File: src/rtl/sync_fifo.sv
// sync_fifo: single-clock first-word-fall-through FIFO with registered pointers and full/empty flags.
// Define SYNC_FIFO_LEVEL_EN to add the `level` occupancy output.
module sync_fifo #(
  parameter int DSIZE = 8,
  parameter int ASIZE = 4
) (
  input  logic             clk,
  input  logic             rst_n,
  input  logic [DSIZE-1:0] wdata,
  input  logic             winc,
  input  logic             rinc,
  output logic [DSIZE-1:0] rdata,
  output logic             wfull,
  output logic             rempty
`ifdef SYNC_FIFO_LEVEL_EN
  ,
  output logic [ASIZE:0]   level
`endif
);

  localparam int DEPTH = 1 << ASIZE;

  logic [DSIZE-1:0] mem_r [0:DEPTH-1];
  logic [ASIZE:0]   wptr_r;
  logic [ASIZE:0]   rptr_r;
  logic             wr_en_s;
  logic             rd_en_s;

  // Flags, accept qualifiers and head word decode straight from the registered pointers.
  always_comb begin
    rempty  = (wptr_r == rptr_r);
    wfull   = (wptr_r[ASIZE] != rptr_r[ASIZE]) &&
              (wptr_r[ASIZE-1:0] == rptr_r[ASIZE-1:0]);
    wr_en_s = winc && !wfull;
    rd_en_s = rinc && !rempty;
    rdata   = mem_r[rptr_r[ASIZE-1:0]];
  end

`ifdef SYNC_FIFO_LEVEL_EN
  // Occupancy in modulo arithmetic; the wrap bit makes a full FIFO read as 2**ASIZE.
  always_comb begin
    level = wptr_r - rptr_r;
  end
`endif

  // Pointer registers; the wrap bit distinguishes full from empty.
  always_ff @(posedge clk or negedge rst_n) begin
    if (!rst_n) begin
      wptr_r <= {(ASIZE+1){1'b0}};
      rptr_r <= {(ASIZE+1){1'b0}};
    end else begin
      if (wr_en_s) begin
        wptr_r <= wptr_r + (ASIZE+1)'(1);
      end
      if (rd_en_s) begin
        rptr_r <= rptr_r + (ASIZE+1)'(1);
      end
    end
  end

  // Storage array is deliberately not reset; rst_n gating keeps writes out while reset is held.
  always_ff @(posedge clk) begin
    if (wr_en_s && rst_n) begin
      mem_r[wptr_r[ASIZE-1:0]] <= wdata;
    end
  end

endmodule

File: config.mk
export PLATFORM = sky130hd
export DESIGN_NAME = sync_fifo
export DESIGN_NICKNAME = d
export VERILOG_FILES = /design/src/rtl/sync_fifo.sv
export SDC_FILE = /design/constraint.sdc
export NUM_CORES = 1
export LEC_CHECK = 0
export CAP_MARGIN = 20
export CORE_AREA = 2 2 139 155
export CTS_BUF_LIST = sky130_fd_sc_hd__clkbuf_16
export DETAILED_ROUTE_END_ITERATION = 12
export DIE_AREA = 0 0 141 157
export GPL_ROUTABILITY_DRIVEN = 0
export PLACE_DENSITY = 0.51
export SYNTH_ARGS = -nofsm -noshare
export SYNTH_HDL_FRONTEND = slang
export SYNTH_SLANG_ARGS = --single-unit
File: constraint.sdc
create_clock -name clk -period 2.6 [get_ports clk]
set_clock_uncertainty 0.15 [all_clocks]
set_input_delay 0.52 -clock clk [delete_from_list [all_inputs] [get_ports clk]]
set_output_delay 0.52 -clock clk [all_outputs]
set_load 0.005 [all_outputs]
# --- Word-level counts from Yosys, hierarchy flattened ---
# Memories as Yosys holds them, arrays and structs flattened.
# Index checks and enable logic that the tools add are counted.
classes:
  add_sub_neg: 2
  reduce_logical: 6
  eq_ne: 3
  mux: 2
op_table:
  columns: ["op", "count"]
  rows:
  - ["5-bit by 1-bit adder with 5-bit output, second input constant", 2]
  - ["5-bit equality test", 1]
  - ["4-bit equality test", 1]
  - ["1-bit logical AND", 4]
  - ["1-bit logical NOT", 2]
  - ["1-bit 2-to-1 mux", 2]
  - ["1-bit != test", 1]
totals:
  in_bits: 12
  memories: 1
  regBits: 10
  mem_bits_rw: 128
  elab_cells: 16
  output_inout_bits: 10
mem_list:
  columns: ["name", "depth", "word_bits", "read_ports", "rd_clocked_by_memory_dff", "write_ports", "line", "text"]
  rows:
  - ["mem_r", 16, 8, 1, 0, 1, "23", "logic [DSIZE-1:0] mem_r [0:DEPTH-1];"]

# --- Logic depth before layout (Yosys ltp) ---
# Gate-level depths: netlist of the first run.
logic_depth:
  depth_word: 7
  mapped_depth: 6

# --- Worst setup path after synthesis of the first run ---
# No wires, ideal clock.
synth_path:
  path_type: "register to register"
  startpoint: "reg rptr_r[0]"
  endpoint: "mem mem_r[0][0] (enable)"
  required_time_ns: 2.055
  stages_incl_launch_ff: 6
  setup_time_ns: 0.395
  t_arrival_ns: 1.805
  slack_ns: 0.251
  cell_sequence: "dfrtp_1 -> buf_6 -> xnor2_2 -> nand4_4 -> o21ai_4 -> nor4_1"
synth_between:
  elab_chain_len: 7
synth_lines:
  columns: ["item", "line", "text"]
  rows:
  - ["start, declared", "25", "logic [ASIZE:0] rptr_r;"]
  - ["start signal, assigned", "50", "rptr_r <= {(ASIZE+1){1'b0}};"]
  - ["start signal, assigned", "56", "rptr_r <= rptr_r + (ASIZE+1)'(1);"]
  - ["4-bit equality test", "33", "(wptr_r[ASIZE-1:0] == rptr_r[ASIZE-1:0]);"]
  - ["1-bit logical AND", "32", "wfull = (wptr_r[ASIZE] != rptr_r[ASIZE]) &&"]
  - ["1-bit logical NOT", "34", "wr_en_s = winc && !wfull;"]
  - ["1-bit logical AND", "34", null]
  - ["1-bit logical AND", "63", "if (wr_en_s && rst_n) begin"]
  - ["1-bit 2-to-1 mux", "63", null]
  - ["1-bit 2-to-1 mux (not written as such)", "64", "mem_r[wptr_r[ASIZE-1:0]] <= wdata;"]
  - ["end, declared", "23", null]
# Every way passes these cells.

# --- Final worst setup path of the first run ---
layout_path:
  startpoint: "reg rptr_r[0]"
  endpoint: "out rdata[3]"
layout_between:
  elab_chain_len: 1
layout_lines:
  columns: ["item", "line", "text"]
  rows:
  - ["memory 16 x 8 bit", null, null]
  - ["end, declared", "12", "output logic [DSIZE-1:0] rdata,"]
# Every way passes these cells.

==> results_dict.tcl, run 1 <==
set metrics [dict create \
    synthesis.area_um2 5680 \
    start_kind "flop" \
    cts_tree "yes" \
    postPlaceCellArea_um2 6470 \
    via_count 2984 \
    antenna_found_initial 0 \
    die_area_um2 22100 \
    clock-root-buffer "clkbuf_16" \
    yosys-top-cells-area "edfxtp_1 68%, mux4_2 9.1%, dfrtp_1 4.4%, mux2i_1 4.2%, a32oi_1 1.2%" \
    coreArea_um2 20400 \
    crit_fanout 5 \
    syn-mean-instance-area_um2 19.4 \
    pin_count 22 \
    required_ns 1.93 \
    worst_slew_pin_slew_ns 0.657 \
    hp-class "primary input to asynchronous set/reset pin" \
    hold_viol_final 0 \
    period_share_pct 107 \
    synth_fa_ha_area_share_pct 1.10 \
    wl_per_cell_um 20.2 \
    synth-main-ff-cell "edfxtp_1" \
    fmax_mhz 359 \
    rrSetupSlack_ns 0.08 \
    dp_hpwl_mm 8.45 \
    h-tree-depth 4 \
    synth_fp_nets 309 \
    drv_cap 0 \
    setup_slack_ns -0.184 \
    hold_ws_ns 0.197 \
    rsz0062_at_grt "yes" \
    period_needed_ns 2.78 \
    syn2layout_area_growth_pct 29.6 \
    synth_edf_count 128 \
    synth_top_family_by_area "multiplexers" \
    vdd_drop_max_mv 0.348 \
    rows 55 \
    startpoint "rptr_r[0]" \
    setup_viol 10 \
    fin_nets 386 \
    synth-compound-area-share_pct 4.45 \
    synth_seq_area_share_pct 72.1 \
    final_area_um2 7360 \
    yosys.area_share.simple_pct 3.17 \
    drtIter0Drc 156 \
    start_util_pct 27.8 \
    grt_pass1_vias 3058 \
    synthCells 292 \
    violations "setup timing" \
    port-buffer-count 21 \
    drtPass1Iterations 4 \
    worstSetupEndpoint "rdata[3]" \
    synth_common_cells "128 x edfxtp_1, 24 x mux2i_1, 23 x mux4_2" \
    synth.most_common_cell "edfxtp_1" \
    p_leak_uw 0.00251 \
    critPathKind "flop to primary output" \
    final_util_pct 36.0 \
    finalMaxSlewViolations 0 \
    synth_xor_area_share_pct 2.53 \
    synthMuxAreaShare_pct 14.5 \
    drtAntennaViolNets 0 \
    crit_arrival_ns 2.11 \
    layout-drive-gt1-share_pct 39.8 \
    totalWireLength_mm 12.9 \
    antenna_cells 0 \
    synth_warnings 0 \
    cts_buffers 17 \
    insertion_delay_ns 0.41 \
    grt_usage_pct 12.4 \
    cts.sinks 138 \
    die_w_um 141 \
    viasPerCell 4.68 \
    synthArstFlopShare_pct 7.25 \
    drc 0 \
    power.density_nw_per_um2 1150 \
    maxSlewHeadroom_pct 56.1 \
    die_h_um 157 \
    grt_max_degree 24 \
    synth_seq_cells 138 \
    ff2ff_path_depth 10 \
    yosysUniqueCellTypes 37 \
    tns_ns -1.32 \
    synth_top_area_cell "edfxtp_1" \
    grt_pass1_wl_mm 19.8 \
    cts_max_path_buffers 2 \
    cp-end-kind "primary output" \
    status "complete, but fails checks" \
    grt-ovfl-total 0 \
    worstReg2RegStart "rptr_r[0]" \
    place_ws_ns -0.131 \
    netlist.area_leader.share_pct 67.7 \
    clk_pin_slew_ns 0.06 \
    reg2reg_to "mem_r[5][7]" \
]
[per-layer routing]
layer / share of wire, % / GRT usage (%) / up-vias
met2: 50 / 20.6 / 70
met4: 1.8 / 5.24 / 0
met1: 45 / 15.5 / 1549
li1: - / - / 1349
met3: 3.7 / 3.04 / 16
met5: 0 / 0 / -
[worst min-delay path by stage]
stage / startpoint / to / slack (ns) / cells after the start
floorplan: rst_n / rptr_r[0] / 0.07 / 0
global placement: rptr_r[4] / rptr_r[4] / 0.38 / 1
detailed placement: rptr_r[4] / rptr_r[4] / 0.40 / 1
CTS: rst_n / wptr_r[0] / 0.17 / 1
global route: rst_n / wptr_r[0] / 0.20 / 1
finish: rst_n / wptr_r[0] / 0.20 / 1
[per-stage QoR]
step,instances,total power (uW)
3_5_place_dp,592,5620
2_1_floorplan,292,4470
5_1_grt,638,8860
3_3_place_gp,592,5600
6_report,638,8470
4_1_cts,638,8600
[cell type report]
class,instances,area (um2)
inverters,3,11.3
repair buffers,74,703
flip-flops and latches,138,4100
well taps,256,320
clock inverters,15,215
fillers,1888,13100
clock buffers,17,425
multi-input cells,135,1590
[critical path: stages, from the launching register on]
cell	delay (ns)
dfrtp_2	0.47
buf_12	0.15
buf_8	0.10
mux4_2	0.53
a32oi_1	0.22
o21ai_1	0.09
buf_2	0.14
[logic make-up (layout without fill, tap and decap cells)]
family          count (synthesis)  after routing
buf+inv                        19            109
compound gates                 34             34
fa+ha+maj                       5              5
simple gates                   32             32
xor+xnor                       13             13
mux                            51             51
flops                         138            138
[placed cells by master, fill, tap and decap left out, drive strengths merged, types with 2 or more instances in the layout]
cell / instances
nor3: 10
clkinv: 5
nand4: 3
xor2: 4
nor2: 6
xnor2: 9
nand2b: 2
buf: 61
inv: 8
dfrtp: 10
clkdlybuf4s50: 11
mux2i: 24
clkdlybuf4s15: 2
mux4: 24
a22oi: 8
ha: 5
nand2: 5
a32oi: 8
o2111ai: 2
o21ai: 11
bufinv: 4
nor4: 3
mux2: 3
edfxtp: 128
a21oi: 3
clkbuf: 17
[repair_timing]
item | 4_1_cts | 5_1_grt
hold buffers | 0 | 0
gates resized for setup | 68 | 7
endpoints found under the setup margin | 10 | 90
cloned | 2 | 0
pin swaps | 14 | 9
setup buffers | 14 | 2
[flip-flops by register name, indices dropped and copies added, names as in the netlist]
name    flops
mem_r     128
wptr_r      5
rptr_r      5
[report_power, final]
| part | total [uW] | switching (uW) | internal, uW |
|---|---|---|---|
| Combinational | 3100 | 1520 | 1580 |
| Clock | 2590 | 962 | 1630 |
| Sequential | 2780 | 158 | 2620 |
| Total | 8470 | 2640 | 5830 |
(Power assumes the default switching activity.)
==> inputs of run 2 (changes only) <==
--- a/config.mk
+++ b/config.mk
@@ -6,12 +6,14 @@
 export NUM_CORES = 1
 export LEC_CHECK = 0
 export CAP_MARGIN = 20
+export CELL_PAD_IN_SITES_DETAIL_PLACEMENT = 0
+export CELL_PAD_IN_SITES_GLOBAL_PLACEMENT = 1
 export CORE_AREA = 2 2 139 155
 export CTS_BUF_LIST = sky130_fd_sc_hd__clkbuf_16
 export DETAILED_ROUTE_END_ITERATION = 12
 export DIE_AREA = 0 0 141 157
 export GPL_ROUTABILITY_DRIVEN = 0
-export PLACE_DENSITY = 0.51
+export PLACE_DENSITY = 0.56
 export SYNTH_ARGS = -nofsm -noshare
 export SYNTH_HDL_FRONTEND = slang
 export SYNTH_SLANG_ARGS = --single-unit
==> run 2 against run 1 <==
  * The flow still finishes with violations (setup timing)
  * Wire length fell by 0.88%
  * Register-to-register slack barely moved
  * Global-route usage fell by 0.19 points
  * Count of clock-buffer cells in the layout did not move
  * Non-clock buffer count rose by 17
  * Largest power group unchanged
==> results_dict.tcl, run 2 (synthesized netlist as in run 1, its figures left out) <==
set metrics [dict create \
    h-tree-depth 4 \
    die_h_um 157 \
    worstReg2RegStart "rptr_r[0]" \
    via_count 3045 \
    final_cell_mix "128 x edfxtp_1, 54 x buf_4, 23 x mux4_2" \
    ff2ff_path_depth 12 \
    cts.sinks 138 \
    coreArea_um2 20400 \
    die_area_um2 22100 \
    clk_pin_slew_ns 0.06 \
    final_util_pct 36.1 \
    finalMaxSlewViolations 0 \
    slowest_delay_ns 0.43 \
    start_util_pct 27.8 \
    slowest_stage "dfrtp_2" \
    grt_max_degree 17 \
    port-buffer-count 21 \
    grt-ovfl-total 0 \
    vdd_drop_max_mv 0.467 \
    grt_pass1_vias 3210 \
    start_kind "flop" \
    hp-class "primary input to asynchronous set/reset pin" \
    rrSetupSlack_ns 0.08 \
    reg2reg_to "mem_r[0][6]" \
    hold_viol_final 0 \
    violations "setup timing" \
    required_ns 1.93 \
    grt_usage_pct 12.2 \
    period_needed_ns 2.83 \
    worst_slew_pin_slew_ns 0.626 \
    drtIter0Drc 235 \
    cts_max_path_buffers 2 \
    drc 0 \
    clock-root-buffer "clkbuf_16" \
    final_common_cell "edfxtp_1" \
    setup_slack_ns -0.226 \
    grt_pass1_wl_mm 19.5 \
    viasPerCell 4.64 \
    fmax_mhz 354 \
    pin_count 22 \
    antenna_found_initial 1 \
    placedCellCount 603 \
    crit_buf_inv 4 \
    wl_per_cell_um 19.4 \
    syn2layout_area_growth_pct 30.0 \
    power.density_nw_per_um2 1130 \
    maxSlewHeadroom_pct 58.2 \
    totalWireLength_mm 12.8 \
    insertion_delay_ns 0.42 \
    p_leak_uw 0.00254 \
    drtPass1Iterations 5 \
    period_share_pct 109 \
    fin_nets 403 \
    path_cells "buf_4, buf_12, buf_8, mux4_2, a32oi_1, o21ai_1, buf_2" \
    critPathKind "flop to primary output" \
    setup_viol 10 \
    crit_arrival_ns 2.16 \
    rsz0062_at_grt "yes" \
    n_fill_cell 1915 \
    cp-end-kind "primary output" \
    largest_reg_flops 128 \
    cts_tree "yes" \
    cts_buffers 17 \
    status "complete, but fails checks" \
    layout-drive-gt1-share_pct 40.9 \
    crit_fanout 5 \
    drv_cap 0 \
    rows 55 \
    die_w_um 141 \
    fin_cells 656 \
    drtAntennaViolNets 0 \
    dp_hpwl_mm 8.36 \
    path_delay_family "buffers and inverters" \
]
## run 2: changes by cell type in the layout (fill, tap and decap cells not counted), sizes merged
cell / previous run / this run
buf: 61 / 80
clkdlybuf4s15: 2 / 0
clkinvlp: 1 / 5
diode: 0 / 1
inv: 8 / 5
bufinv: 4 / 2
clkinv: 5 / 6
## run 2: power breakdown
part | internal, uW | switching (uW)
clock | 1410 | 920
sequential | 2620 | 143
combinational | 1740 | 1520
total | 5770 | 2580
## run 2: area by class of cell
cell class / count / area [um2] / area share [%]
clock inverters: 15 / 150 / 2.03
multi-input cells: 135 / 1560 / 21.1
well taps: 256 / 320 / 4.34
flip-flops and latches: 138 / 4100 / 55.5
diodes: 1 / 2.50 / 0.0339
inverters: 3 / 11.3 / 0.153
repair buffers: 91 / 820 / 11.1
clock buffers: 17 / 425 / 5.76
## run 2: metrics by stage
step                      total power, uW  cell area (um2)  setup slack, ns  hold WS [ns]  TNS [ns]
after global routing                 8760             7380           -0.298         0.332     -2.34
after CTS                            8390             7310           -0.272         0.320     -1.78
after floorplan                      4470             5680            0.251        0.0744         0
after detailed placement             5810             6570           -0.116         0.403    -0.883
final                                8350             7380           -0.226         0.315     -1.35
after global placement               5800             6570          -0.0889         0.400    -0.398
## run 2: metal layers
metal  vias up  track usage (%)  wire, um
li1       1392                -         -
met1      1576             15.8      5760
met2        65             19.9      6200
met3        12             3.19       610
met4         0             4.43       184
met5         -                0         0
## run 2: repair_timing
item	CTS	global route
endpoints found under the setup margin	18	34
pin swaps	8	5
buffers inserted	11	12
hold buffers	0	0
cloned	1	0
gates resized for setup	60	9
## run 2: worst max-delay path by stage
stage / start / cells past startpoint / slack, ns / to
global route: rptr_r[0] / 8 / -0.30 / rdata[4]
detailed placement: rptr_r[0] / 7 / -0.12 / rdata[4]
finish: rptr_r[0] / 7 / -0.23 / rdata[5]
floorplan: rptr_r[0] / 5 / 0.25 / mem_r[0][0]
CTS: rptr_r[0] / 7 / -0.27 / rdata[5]
global placement: rptr_r[0] / 7 / -0.09 / rdata[4]
## run 2: worst register-to-register path: stages, from the launching register on
cell,delay (ns)
dfrtp_2,0.43
buf_4,0.15
buf_12,0.12
buf_4,0.14
buf_12,0.12
xnor2_4,0.13
nand4_4,0.09
buf_6,0.12
buf_4,0.11
o21ai_4,0.06
buf_12,0.14
nor4_2,0.21
buf_4,0.24
==> inputs of run 3 (changes only) <==
--- a/config.mk
+++ b/config.mk
@@ -6,13 +6,14 @@
 export NUM_CORES = 1
 export LEC_CHECK = 0
 export CAP_MARGIN = 20
-export CELL_PAD_IN_SITES_DETAIL_PLACEMENT = 0
+export CELL_PAD_IN_SITES_DETAIL_PLACEMENT = 1
 export CELL_PAD_IN_SITES_GLOBAL_PLACEMENT = 1
 export CORE_AREA = 2 2 139 155
 export CTS_BUF_LIST = sky130_fd_sc_hd__clkbuf_16
 export DETAILED_ROUTE_END_ITERATION = 12
 export DIE_AREA = 0 0 141 157
 export GPL_ROUTABILITY_DRIVEN = 0
+export MAX_ROUTING_LAYER = met4
 export PLACE_DENSITY = 0.56
 export SYNTH_ARGS = -nofsm -noshare
 export SYNTH_HDL_FRONTEND = slang
==> run 3 against run 2 <==
  * The run still ends with setup timing left
  * Count of clock-buffer cells in the layout stayed put
  * Critical path depth down 1
  * Sequential share of layout area down 0.18 points
  * Core utilization grew 0.12 points
  * Combinational power rose by 1%
  * Total power grew 2.0%
  * Clock power is 5% higher
  * First-iteration DRC count down 40%
  * Wire length grew 5.5%
  * Critical endpoint unchanged
  * Highest routed layer unchanged
==> results_dict.tcl, run 3 (synthesized netlist as in run 1, its figures left out) <==
set metrics [dict create \
    period_share_pct 105 \
    path_cells "buf_12, buf_8, mux4_2, a32oi_1, o21ai_1, buf_2" \
    slowest_stage "mux4_2" \
    totalWireLength_mm 13.5 \
    cts.sinks 138 \
    coreArea_um2 20400 \
    via_count 3043 \
    layout-drive-gt1-share_pct 41.7 \
    syn2layout_area_growth_pct 30.5 \
    largest_reg_flops 128 \
    port-buffer-count 21 \
    h-tree-depth 4 \
    drv_cap 0 \
    rows 55 \
    startpoint "rptr_r[0]" \
    use_met3_pct 3.04 \
    grt-ovfl-total 0 \
    clock-root-buffer "clkbuf_16" \
    die_h_um 157 \
    die_area_um2 22100 \
    cts_buffers 17 \
    grt_usage_pct 13.3 \
    postPlaceCellArea_um2 6570 \
    grtUsageMet2_pct 21.3 \
    finalMaxSlewViolations 0 \
    hp-class "primary input to asynchronous set/reset pin" \
    period_needed_ns 2.72 \
    fin_nets 397 \
    die_w_um 141 \
    final_cell_mix "128 x edfxtp_1, 45 x buf_4, 23 x mux4_2" \
    drc 0 \
    final_area_um2 7410 \
    cts_tree "yes" \
    cts_hold_buf 0 \
    grt_pass1_wl_mm 20.5 \
    clk_pin_slew_ns 0.06 \
    drtAntennaViolNets 0 \
    n_fill_cell 2052 \
    path_delay_family "multiplexers" \
    insertion_delay_ns 0.41 \
    wl_per_cell_um 20.7 \
    fmax_mhz 368 \
    crit_arrival_ns 2.05 \
    ff2ff_path_depth 8 \
    cts_max_path_buffers 2 \
    final_common_cell "edfxtp_1" \
    start_util_pct 27.8 \
    slowest_delay_ns 0.49 \
    violations "setup timing" \
    status "complete, but fails checks" \
    pin_count 22 \
    critPathKind "flop to primary output" \
    maxSlewHeadroom_pct 59.0 \
    worstReg2RegStart "rptr_r[0]" \
    power.density_nw_per_um2 1150 \
    rsz0062_at_grt "yes" \
    use_met1_pct 16.8 \
    viasPerCell 4.68 \
    cp-end-kind "primary output" \
    hold_viol_final 0 \
    start_kind "flop" \
    p_leak_uw 0.00254 \
    antenna_found_initial 1 \
    drtPass1Iterations 4 \
    setup_slack_ns -0.120 \
    grt_pass1_vias 3306 \
    crit_fanout 5 \
    worstSetupPathDepth 6 \
    drtIter0Drc 141 \
    required_ns 1.93 \
    vdd_drop_max_mv 0.568 \
    crit_buf_inv 3 \
    worst_slew_pin_slew_ns 0.614 \
    grt_max_degree 17 \
    setup_viol 8 \
    grt.busiest_layer "met2" \
    dp_hpwl_mm 8.86 \
    p_total_uw 8520 \
]
==> run 3: through the flow <==
step / hold WS (ns) / utilization, % / cells / setup WS [ns] / setup TNS, ns
2_1_floorplan: 0.0744 / - / 292 / 0.251 / 0
3_3_place_gp: 0.400 / 32.1 / 603 / -0.0889 / -0.398
3_5_place_dp: 0.406 / 32.1 / 603 / -0.102 / -1.09
4_1_cts: 0.326 / 35.7 / 642 / -0.286 / -1.41
5_1_grt: 0.341 / 36.2 / 650 / -0.211 / -1.60
6_report: 0.321 / 36.2 / 650 / -0.120 / -0.842
==> run 3: repair_timing <==
item                                    4_1_cts  5_1_grt
gates cloned                                  1        0
resized for setup                            63       17
pin swaps                                    12        8
setup buffers                                 7       10
endpoints found under the setup margin       26       96
==> run 3: per-layer routing <==
layer  vias to the layer above  wire [um]
li1                       1372          -
met1                      1615       6110
met2                        46       6700
met3                        10        491
met4                         0        152
met5                         -          0
==> run 3: path summary, 6_finish.rpt <==
kind | end | slack [ns]
max in group asynchronous | rptr_r[0] | 1.80
min in group clk | rptr_r[4] | 0.41
worst min register to register | rptr_r[4] | 0.41
worst min-delay path | rptr_r[4] | 0.32
worst max-delay path | rdata[5] | -0.12
worst max register to register | mem_r[15][3] | 0.14
==> run 3: power breakdown <==
part	switching [uW]	leakage (uW)	total [uW]	internal [uW]
clock	939	0.000287	2450	1510
combinational	1570	0.000985	3300	1730
sequential	152	0.00127	2770	2620
total	2660	0.00254	8520	5850
==> run 3: cell type report <==
type                            count  area (um2)  area share, %
Antenna cell                        1        2.50         0.0338
Clock buffer                       17         425           5.74
Clock inverter                     15         175           2.37
Inverter                            3        11.3          0.152
Multi-Input combinational cell    135        1600           21.6
Sequential cell                   138        4100           55.3
Tap cell                          256         320           4.33
Timing Repair Buffer               85         777           10.5
==> run 3: worst reg2reg max path, cell delays in order, from the launching register on <==
cell       delay, ns
dfrtp_2         0.45
buf_12          0.15
buf_6           0.12
buf_6           0.12
xnor2_4         0.15
nand4_4         0.08
o2111ai_1       0.25
buf_4           0.24
nor2_2          0.39
